File: config.mk
export PLATFORM = sky130hd
export DESIGN_NAME = ld_mem_fetch
export DESIGN_NICKNAME = d
export VERILOG_FILES = /design/src/rtl/cpu_pkg.sv /design/src/rtl/ld_wait_timer.sv /design/src/rtl/ld_mem_fetch.sv
export SDC_FILE = /design/constraint.sdc
export NUM_CORES = 1
export LEC_CHECK = 0
export BUFFER_PORTS_ARGS = -buffer_cell sky130_fd_sc_hd__buf_2
export CORE_ASPECT_RATIO = 2
export CORE_MARGIN = 2
export CORE_UTILIZATION = 48
export DETAILED_ROUTE_END_ITERATION = 7
export PLACE_DENSITY = 0.87
export SLEW_MARGIN = 25
export SYNTH_ARGS = -nofsm -noshare
export SYNTH_HDL_FRONTEND = slang
export SYNTH_SLANG_ARGS = --single-unit
File: constraint.sdc
create_clock -name clk -period 3.9 [get_ports clk]
set_input_delay 0.39 -clock clk [delete_from_list [all_inputs] [get_ports clk]]
set_output_delay 0.39 -clock clk [all_outputs]
set_load 0.02 [all_outputs]
File: src/rtl/cpu_pkg.sv
// rtl/cpu_pkg.sv - shared load-path types and constants
package cpu_pkg;

  localparam int DW_DEFAULT  = 16;
  localparam int AW_DEFAULT  = 8;
  localparam int LD_SRC_BIT  = 10;
  localparam int LD_HALF_BIT = 9;
  localparam int ADDR_LSB    = 0;

  typedef enum logic [1:0] {
    IDLE = 2'd0,
    WAIT = 2'd1,
    HOLD = 2'd2
  } ld_state_e;

endpackage

File: src/rtl/ld_wait_timer.sv
// rtl/ld_wait_timer.sv - wait-cycle counter flagging the last allowed memory wait cycle
module ld_wait_timer #(
  parameter int TIMEOUT_CYCLES = 15
) (
  input  logic clk,
  input  logic rst_n,
  input  logic clear,
  input  logic enable,
  output logic expired
);

  localparam int CW = $clog2(TIMEOUT_CYCLES + 1);
  localparam logic [CW-1:0] LIMIT = CW'(TIMEOUT_CYCLES - 1);

  logic [CW-1:0] cnt_q, cnt_d;

  always_comb begin
    cnt_d = cnt_q;
    if (clear) begin
      cnt_d = '0;
    end else if (enable) begin
      cnt_d = cnt_q + CW'(1);
    end
  end

  always_ff @(posedge clk or negedge rst_n) begin
    if (!rst_n) begin
      cnt_q <= '0;
    end else begin
      cnt_q <= cnt_d;
    end
  end

  assign expired = enable && (cnt_q == LIMIT);

endmodule

File: src/rtl/ld_mem_fetch.sv
// rtl/ld_mem_fetch.sv - load-stage memory read front end with ack timeout
module ld_mem_fetch
  import cpu_pkg::*;
#(
  parameter int DW             = DW_DEFAULT,
  parameter int AW             = AW_DEFAULT,
  parameter int TIMEOUT_CYCLES = 15
) (
  input  logic          clk,
  input  logic          rst_n,
  input  logic          ins_valid,
  input  logic [DW-1:0] ins,
  output logic          ins_ready,
  output logic          mem_req,
  output logic [AW-1:0] mem_addr,
  input  logic [DW-1:0] mem_rdata,
  input  logic          mem_ack,
  output logic [DW-1:0] data_out,
  output logic [DW-1:0] ins_out,
  output logic          out_valid,
  input  logic          out_ready,
  output logic          timeout_err
);

  ld_state_e     state_q, state_d;
  logic [DW-1:0] data_q, data_d;
  logic [DW-1:0] ins_q, ins_d;
  logic [AW-1:0] addr_q, addr_d;
  logic          terr_q, terr_d;
  logic          tmr_clear, tmr_enable, tmr_expired;

  // Ack takes priority: the timer only runs on cycles without an ack.
  assign tmr_enable = (state_q == WAIT) && !mem_ack;

  ld_wait_timer #(
    .TIMEOUT_CYCLES(TIMEOUT_CYCLES)
  ) u_timer (
    .clk    (clk),
    .rst_n  (rst_n),
    .clear  (tmr_clear),
    .enable (tmr_enable),
    .expired(tmr_expired)
  );

  always_comb begin
    state_d   = state_q;
    data_d    = data_q;
    ins_d     = ins_q;
    addr_d    = addr_q;
    terr_d    = 1'b0;
    tmr_clear = 1'b0;
    case (state_q)
      IDLE: begin
        if (ins_valid) begin
          ins_d     = ins;
          addr_d    = ins[ADDR_LSB +: AW];
          tmr_clear = 1'b1;
          if (ins[LD_SRC_BIT]) begin
            data_d  = '0;
            state_d = HOLD;
          end else begin
            state_d = WAIT;
          end
        end
      end
      WAIT: begin
        if (mem_ack) begin
          data_d  = mem_rdata;
          state_d = HOLD;
        end else if (tmr_expired) begin
          data_d  = '0;
          terr_d  = 1'b1;
          state_d = HOLD;
        end
      end
      HOLD: begin
        if (out_ready) begin
          state_d = IDLE;
        end
      end
      default: state_d = IDLE;
    endcase
  end

  always_ff @(posedge clk or negedge rst_n) begin
    if (!rst_n) begin
      state_q <= IDLE;
      data_q  <= '0;
      ins_q   <= '0;
      addr_q  <= '0;
      terr_q  <= 1'b0;
    end else begin
      state_q <= state_d;
      data_q  <= data_d;
      ins_q   <= ins_d;
      addr_q  <= addr_d;
      terr_q  <= terr_d;
    end
  end

  // Handshake outputs decode the state register so reset drops them at once.
  assign mem_req     = (state_q == WAIT);
  assign ins_ready   = (state_q == IDLE);
  assign out_valid   = (state_q == HOLD);
  assign mem_addr    = addr_q;
  assign data_out    = data_q;
  assign ins_out     = ins_q;
  assign timeout_err = terr_q;

endmodule

==> reports/metrics.yaml, run 1 <==
logic_synthesis:
  yosys_register_bits: 39
  synth_top_family_by_area: "compound AO/OA/AOI/OAI gates"
  synthTopCellsByArea: "dfrtp_1 62%, mux2_2 11%, a22o_1 8.8%"
  synthXorXnorAreaFrac_pct: 0.5525
  synth_compound_area_share_pct: 12.39
  yosysMostFrequentCell: "dfrtp_1"
  muxShareOfSynthArea_pct: 11.37
  synth_area_um2: 1585
  yosysTopAreaCell: "dfrtp_1"
  synth-simple-area-share_pct: 5.998
  syn-num-nets: 157
  ys_types: 25
  syn_inst: 118
  async_reset_ff_share_pct: 100.0
  yosys.area.top_type_share_pct: 61.56
  synthAdderAreaFrac_pct: 1.579
  synth_warnings: 0
  synth_edf_count: 0
  ys.flop_type: "dfrtp_1"
  syn_area_per_cell_um2: 13.43
  yosysSeqAreaShare_pct: 61.56
  synth_top_cells_by_count: "39 x dfrtp_1, 16 x a22o_1, 16 x mux2_2"
timing:
  worst_pin_slew_ps: 839.4
  slew_headroom_pct: 44.04
  fin_crit_ps: 1806
  hold_viol_final: 0
  fin_tns_setup_ps: 0
  fin_crit_sh_pct: 46.30
  rsz0062_at_grt: "false"
  timing.fmax_mhz: 553.8
  worst_clock_skew_ps: 7.749
  setup_violations: 0
  finalMaxSlewViolations: 0
  timing.final.ws_setup_ps: 2094
layout:
  nFillCells: 255
  multiInputGateArea_um2: 505.5
  drive_above_1_share_pct: 54.64
  area_growth_pct: 29.12
  antenna_cells: 0
  utilization_pct: 64.84
  nets: 232
  ff_latch_area_um2: 975.9
critical_path:
  worstSetupStartpointType: "register"
  cp_cell_sequence: "nor2_1 > and2_1 > mux2_2"
  critPathCaptureType: "register"
  r2r_slack_ps: 2090
  cp_top_family: "simple AND/OR/NAND/NOR gates"
  cp_slowest_stage_delay_ps: 660
  required_ps: 4070
  critPathArrivalTime_ps: 1980
  critPathBufInv: 0
  path_class: "register to register"
  critPathSlowestCell: "and2_1"
  critical_path.max_fanout: 19
routing:
  first_iter_violations: 33
  wl_per_cell_um: 14.03
  routed_wirelength_mm: 3.157
  antenna_left: 0
  vias: 1200
  first_pass_iters: 4
  avgViaCountPerCell: 5.333
  drc: 0
floorplan:
  die_y_um: 85.27
  io-pin-count: 81
  start_util_pct: 50.22
  die_width_um: 44.64
  rows: 29
  dieArea_um2: 3806
  core_region_area_um2: 3157
clock_tree:
  cts_setup_buffers: 0
  path_clk_slew_ps: 80
  cts_resized: 0
  cts_tree: "yes"
  holdBufCountCts: 0
  clock-sinks: 39
  clkLatencyLatePin_ps: 290
  h-tree-depth: 2
  cts_buffers: 5
  clk_path_buf_depth: 2
  clockRootBuffer: "clkbuf_8"
grt:
  grt_util_all_layers_pct: 18.21
  grt_pass1_vias: 1162
  grt_start_max_net_pins: 40
  gr-total-overflow: 0
  grt_pass1_wl_mm: 5.016
  antenna_found_initial: 0
power:
  power_mw: 1.762
  power_per_cell_area_nw_per_um2: 860.6
  p_leak_nw: 1.087
  ir_drop_uv: 456.5
placement:
  place.gp.congestion: 0.7484
  place_hpwl_mm: 2.353
  dpl_worst_slack_ps: 2099
  portBuffers: 80
min_path:
  min_path_type: "input pin to asynchronous set/reset pin"
outcome:
  outcome: "complete, no violations"
job:
  cap_violations: 0
-- worst reg2reg max path, stage by stage (launching register included) --
cell and delay (ps):
dfrtp_1 440, nor2_1 170, and2_1 660, mux2_2 410
-- sequential cells by signal, summed over array words and instances (netlist names) --
| name | flops |
|---|---|
| data_out | 16 |
| ins_out | 16 |
| state_q | 2 |
| timeout_err | 1 |
| u_timer.cnt_q | 4 |
-- final timing paths --
| check | from | to | cells after the start |
|---|---|---|---|
| min | rst_n | data_out[4] | 1 |
| min reg2reg | data_out[15] | data_out[15] | 1 |
| max reg2reg | state_q[1] | ins_out[5] | 3 |
| min in group clk | mem_rdata[7] | data_out[7] | 2 |
| max in group asynchronous | rst_n | ins_out[7] | 1 |
| max | state_q[1] | ins_out[5] | 3 |
-- per-stage QoR --
step,hold slack (ps),cell area [um2],cells
6_report,192.1,2047,225
5_1_grt,259.2,2047,225
4_1_cts,217.2,2047,225
3_5_place_dp,482.5,1943,217
3_3_place_gp,478.8,1943,217
2_1_floorplan,94.41,1585,118
-- cells in the final DEF, fill, tap and decap left out --
master       n
xnor2_1      1
nor2b_1      1
o21ai_0      2
dfrtp_1     39
a21oi_1      4
or3_1        2
nand2_1      2
ha_1         2
and2_1       1
and2b_1      1
or2_2        1
mux2_2      16
nor2_1       5
o32a_1       1
buf_2       80
and3_1       1
nand3_1      2
nor3_1       1
clkinvlp_4   1
or3b_1       1
clkbuf_8     7
o22ai_1      1
inv_1        4
a311o_1      1
buf_4        1
a22o_1      16
-- cell type report --
class | instances | share of cell area (%)
flip-flops and latches | 39 | 47.68
inverters | 4 | 0.7335
clock inverters | 1 | 0.3667
clock buffers | 7 | 4.707
repair buffers | 81 | 19.93
multi-input cells | 62 | 24.69
well taps | 31 | 1.895
-- cells by family (layout without fill, tap and decap cells) --
| logic type | Yosys count | after routing |
|---|---|---|
| and+or+nand+nor | 18 | 18 |
| DFF | 39 | 39 |
| muxes | 16 | 16 |
| AOI/OAI and AO/OA | 25 | 25 |
| xor gates and xnor gates | 1 | 1 |
| buffers and inverters | 17 | 93 |
| adders and majority gates | 2 | 2 |
-- report_power, final --
group	switching [mW]	internal, mW
sequential	0.103	0.574
combinational	0.469	0.314
clock	0.141	0.161
total	0.713	1.05
-- metal layers --
metal | up-vias | GRT usage [%] | share of wire, %
met2 | 52 | 30.17 | 55
met1 | 582 | 19.03 | 36
li1 | 560 | - | -
met3 | 6 | 5.319 | 6.8
met4 | 0 | 11.57 | 2.2
met5 | - | 0 | 0
Note: power is estimated with default switching activity, not from simulation.
==> run 2, diff against run 1 <==
- ABC_AREA: unset -> 1
- CORE_UTILIZATION: 48 -> 41
- PLACE_DENSITY: 0.87 -> 0.78
- clock period: 3.9 -> 1.5 ns (I/O delays scaled with it)
==> run 2 against run 1 <==
Net effect: flip-flop and latch count did not move; critical endpoint is now data_out[0]; largest power group unchanged; synthesized area rose by 6.3%; total power rose to 2.6 times the previous value.
==> reports/metrics.yaml, run 2 <==
placement:
  place_hpwl_mm: 2.817
  place.gp.congestion: 0.7111
  portBuffers: 80
  placed_cell_area_um2: 2088
logic_synthesis:
  ys_types: 20
  async_reset_ff_share_pct: 100.0
  yosysTopAreaCell: "dfrtp_1"
  yosysSeqAreaShare_pct: 57.91
  synth_edf_count: 0
  syn_area_per_cell_um2: 8.824
  synth_warnings: 0
  yosysMostFrequentCell: "nand2_1"
  syn-num-nets: 230
  yosys_register_bits: 39
  syn_inst: 191
  synth_top_cells_by_count: "88 x nand2_1, 39 x dfrtp_1, 22 x nand3_1"
  yosys.area.top_type_share_pct: 57.91
  synthTopCellsByArea: "dfrtp_1 58%, nand2_1 20%, nand3_1 6.5%"
  synth_area_um2: 1685
  ys.flop_type: "dfrtp_1"
power:
  power_mw: 4.654
  p_leak_nw: 1.333
  ir_drop_uv: 1600
  power_per_cell_area_nw_per_um2: 2075
timing:
  setup_violations: 0
  fin_crit_ps: 1411
  hold_viol_final: 0
  timing.fmax_mhz: 708.8
  rsz0062_at_grt: "true"
  worst_pin_slew_ps: 363.7
  worst_clock_skew_ps: 5.707
  finalMaxSlewViolations: 0
  fin_crit_sh_pct: 94.06
  fin_tns_setup_ps: 0
  slew_headroom_pct: 75.69
floorplan:
  start_util_pct: 42.08
  die_y_um: 94.67
  io-pin-count: 81
  die_width_um: 49.34
  rows: 33
  core_region_area_um2: 4005
  dieArea_um2: 4671
layout:
  drive_above_1_share_pct: 37.87
  layout.cells.most_common: "nand2_1"
  antenna_cells: 0
  fin_area_um2: 2243
  utilization_pct: 56.01
  most-common-layout-cells: "88 x nand2_1, 80 x buf_2, 39 x dfrtp_1, 22 x nand3_1, 7 x inv_1"
  area_growth_pct: 33.11
  nets: 310
grt:
  grt_pass1_vias: 1431
  grt_pass1_wl_mm: 6.327
  gr-total-overflow: 0
  grtUsageMet2_pct: 28.04
  antenna_found_initial: 0
  met3_usage_pct: 4.272
  grtUsageMet1_pct: 22.19
  grt_start_max_net_pins: 26
  grt-busiest-layer: "met2"
  grt_util_all_layers_pct: 17.63
critical_path:
  cp_common_cell: "nand2_1"
  critical_path.max_fanout: 9
  required_ps: 1680
  path_class: "register to register"
  critPathArrivalTime_ps: 1590
  worstSetupStartpointType: "register"
  cp_cell_sequence: "inv_1 > ha_1 > nand3_1 > nand3_2 > nand3_4 > nand2_1 > nand2_1"
  critPathCaptureType: "register"
  cp_slowest_stage_delay_ps: 420
  critPathSlowestCell: "dfrtp_1"
job:
  cap_violations: 0
min_path:
  min_path_type: "input pin to register"
outcome:
  outcome: "complete, no violations"
routing:
  drc: 0
  first_pass_iters: 4
  avgViaCountPerCell: 4.713
  vias: 1527
  wl_per_cell_um: 11.90
  antenna_left: 0
  routed_wirelength_mm: 3.857
  first_iter_violations: 24
clock_tree:
  cts_tree: "yes"
  path_clk_slew_ps: 70
  cts_buffers: 5
  clkLatencyLatePin_ps: 290
  clock-sinks: 39
  clk_path_buf_depth: 2
  clockRootBuffer: "clkbuf_8"
  h-tree-depth: 2
==> run 2: cell types whose count changed in the layout (fill, tap and decap cells not counted), moves of 2 or more <==
| cell | delta |
|---|---|
| nand2_1 | +86 |
| nand3_1 | +20 |
| a22o_1 | -16 |
| mux2_2 | -16 |
| buf_4 | +5 |
| a21oi_1 | -3 |
| inv_1 | +3 |
| nand3_4 | +2 |
| nor2_1 | -2 |
| nor2_2 | +2 |
| nor2_4 | +2 |
| o21ai_1 | +2 |
| or3_1 | -2 |
==> run 2: path summary, 6_finish.rpt <==
kind / cells past startpoint / startpoint / end / slack [ps]
worst max-delay path: 7 / u_timer.cnt_q[0] / data_out[0] / 90
worst min-delay path: 2 / out_ready / state_q[1] / 30
worst max register to register: 7 / u_timer.cnt_q[0] / data_out[0] / 90
worst min register to register: 2 / ins_out[11] / ins_out[11] / 470
max in group asynchronous: 3 / rst_n / ins_out[6] / 860
min in group asynchronous: 3 / rst_n / data_out[6] / 340
==> run 2: stage by stage <==
stage / instances / hold slack (ps) / setup WS, ps
floorplan: 191 / -145.6 / 241.2
global placement: 313 / 109.8 / 158.4
detailed placement: 313 / 109.3 / 81.71
CTS: 323 / 26.05 / 66.15
global route: 324 / 26.73 / 3.588
finish: 324 / 30.08 / 89.13
==> run 2: layout make-up <==
| cell class | count | area [um2] |
|---|---|---|
| timing repair buffer | 87 | 455.4 |
| multi-input combinational | 130 | 599.3 |
| inverter | 8 | 30.03 |
| tap | 52 | 65.06 |
| clock buffer | 6 | 82.58 |
| fill | 377 | 1762 |
| clock inverter | 2 | 35.03 |
| sequential | 39 | 975.9 |
==> run 2: repair_timing <==
action,in CTS,in global routing
setup buffers,1,0
gates cloned,0,1
resized for setup,0,2
hold buffers,1,0
pin swaps,1,0
endpoints found under the setup margin,1,9
hold endpoints to repair,39,0
==> run 2: kinds of logic (layout without fill, tap and decap cells) <==
logic type	Yosys count	after routing	synth area share, %
buffers and inverters	23	103	7.721
adders and majority gates	2	2	1.485
AOI/OAI and AO/OA	6	6	1.781
and+or+nand+nor	121	122	31.11
DFF	39	39	57.91
==> run 2: critical path, delay by kind of cell (launching register included) <==
kind	cells	cell delay, ps
simple gates	5	620
buf+inv	1	110
fa+ha+maj	1	150
flops	1	420
==> run 2: report_power, final <==
part	leakage, nW	total (mW)	internal (mW)	switching (mW)
clock network	0.0612	0.896	0.538	0.358
registers	0.510	1.70	1.45	0.253
logic	0.762	2.06	0.678	1.38
==> run 2: metal layers <==
metal | wire length, um | vias up | part of all wire [%]
met2 | 1747 | 90 | 45
met3 | 365 | 10 | 9.5
met5 | 0 | - | 0
li1 | - | 750 | -
met1 | 1651 | 677 | 43
met4 | 92 | 0 | 2.4
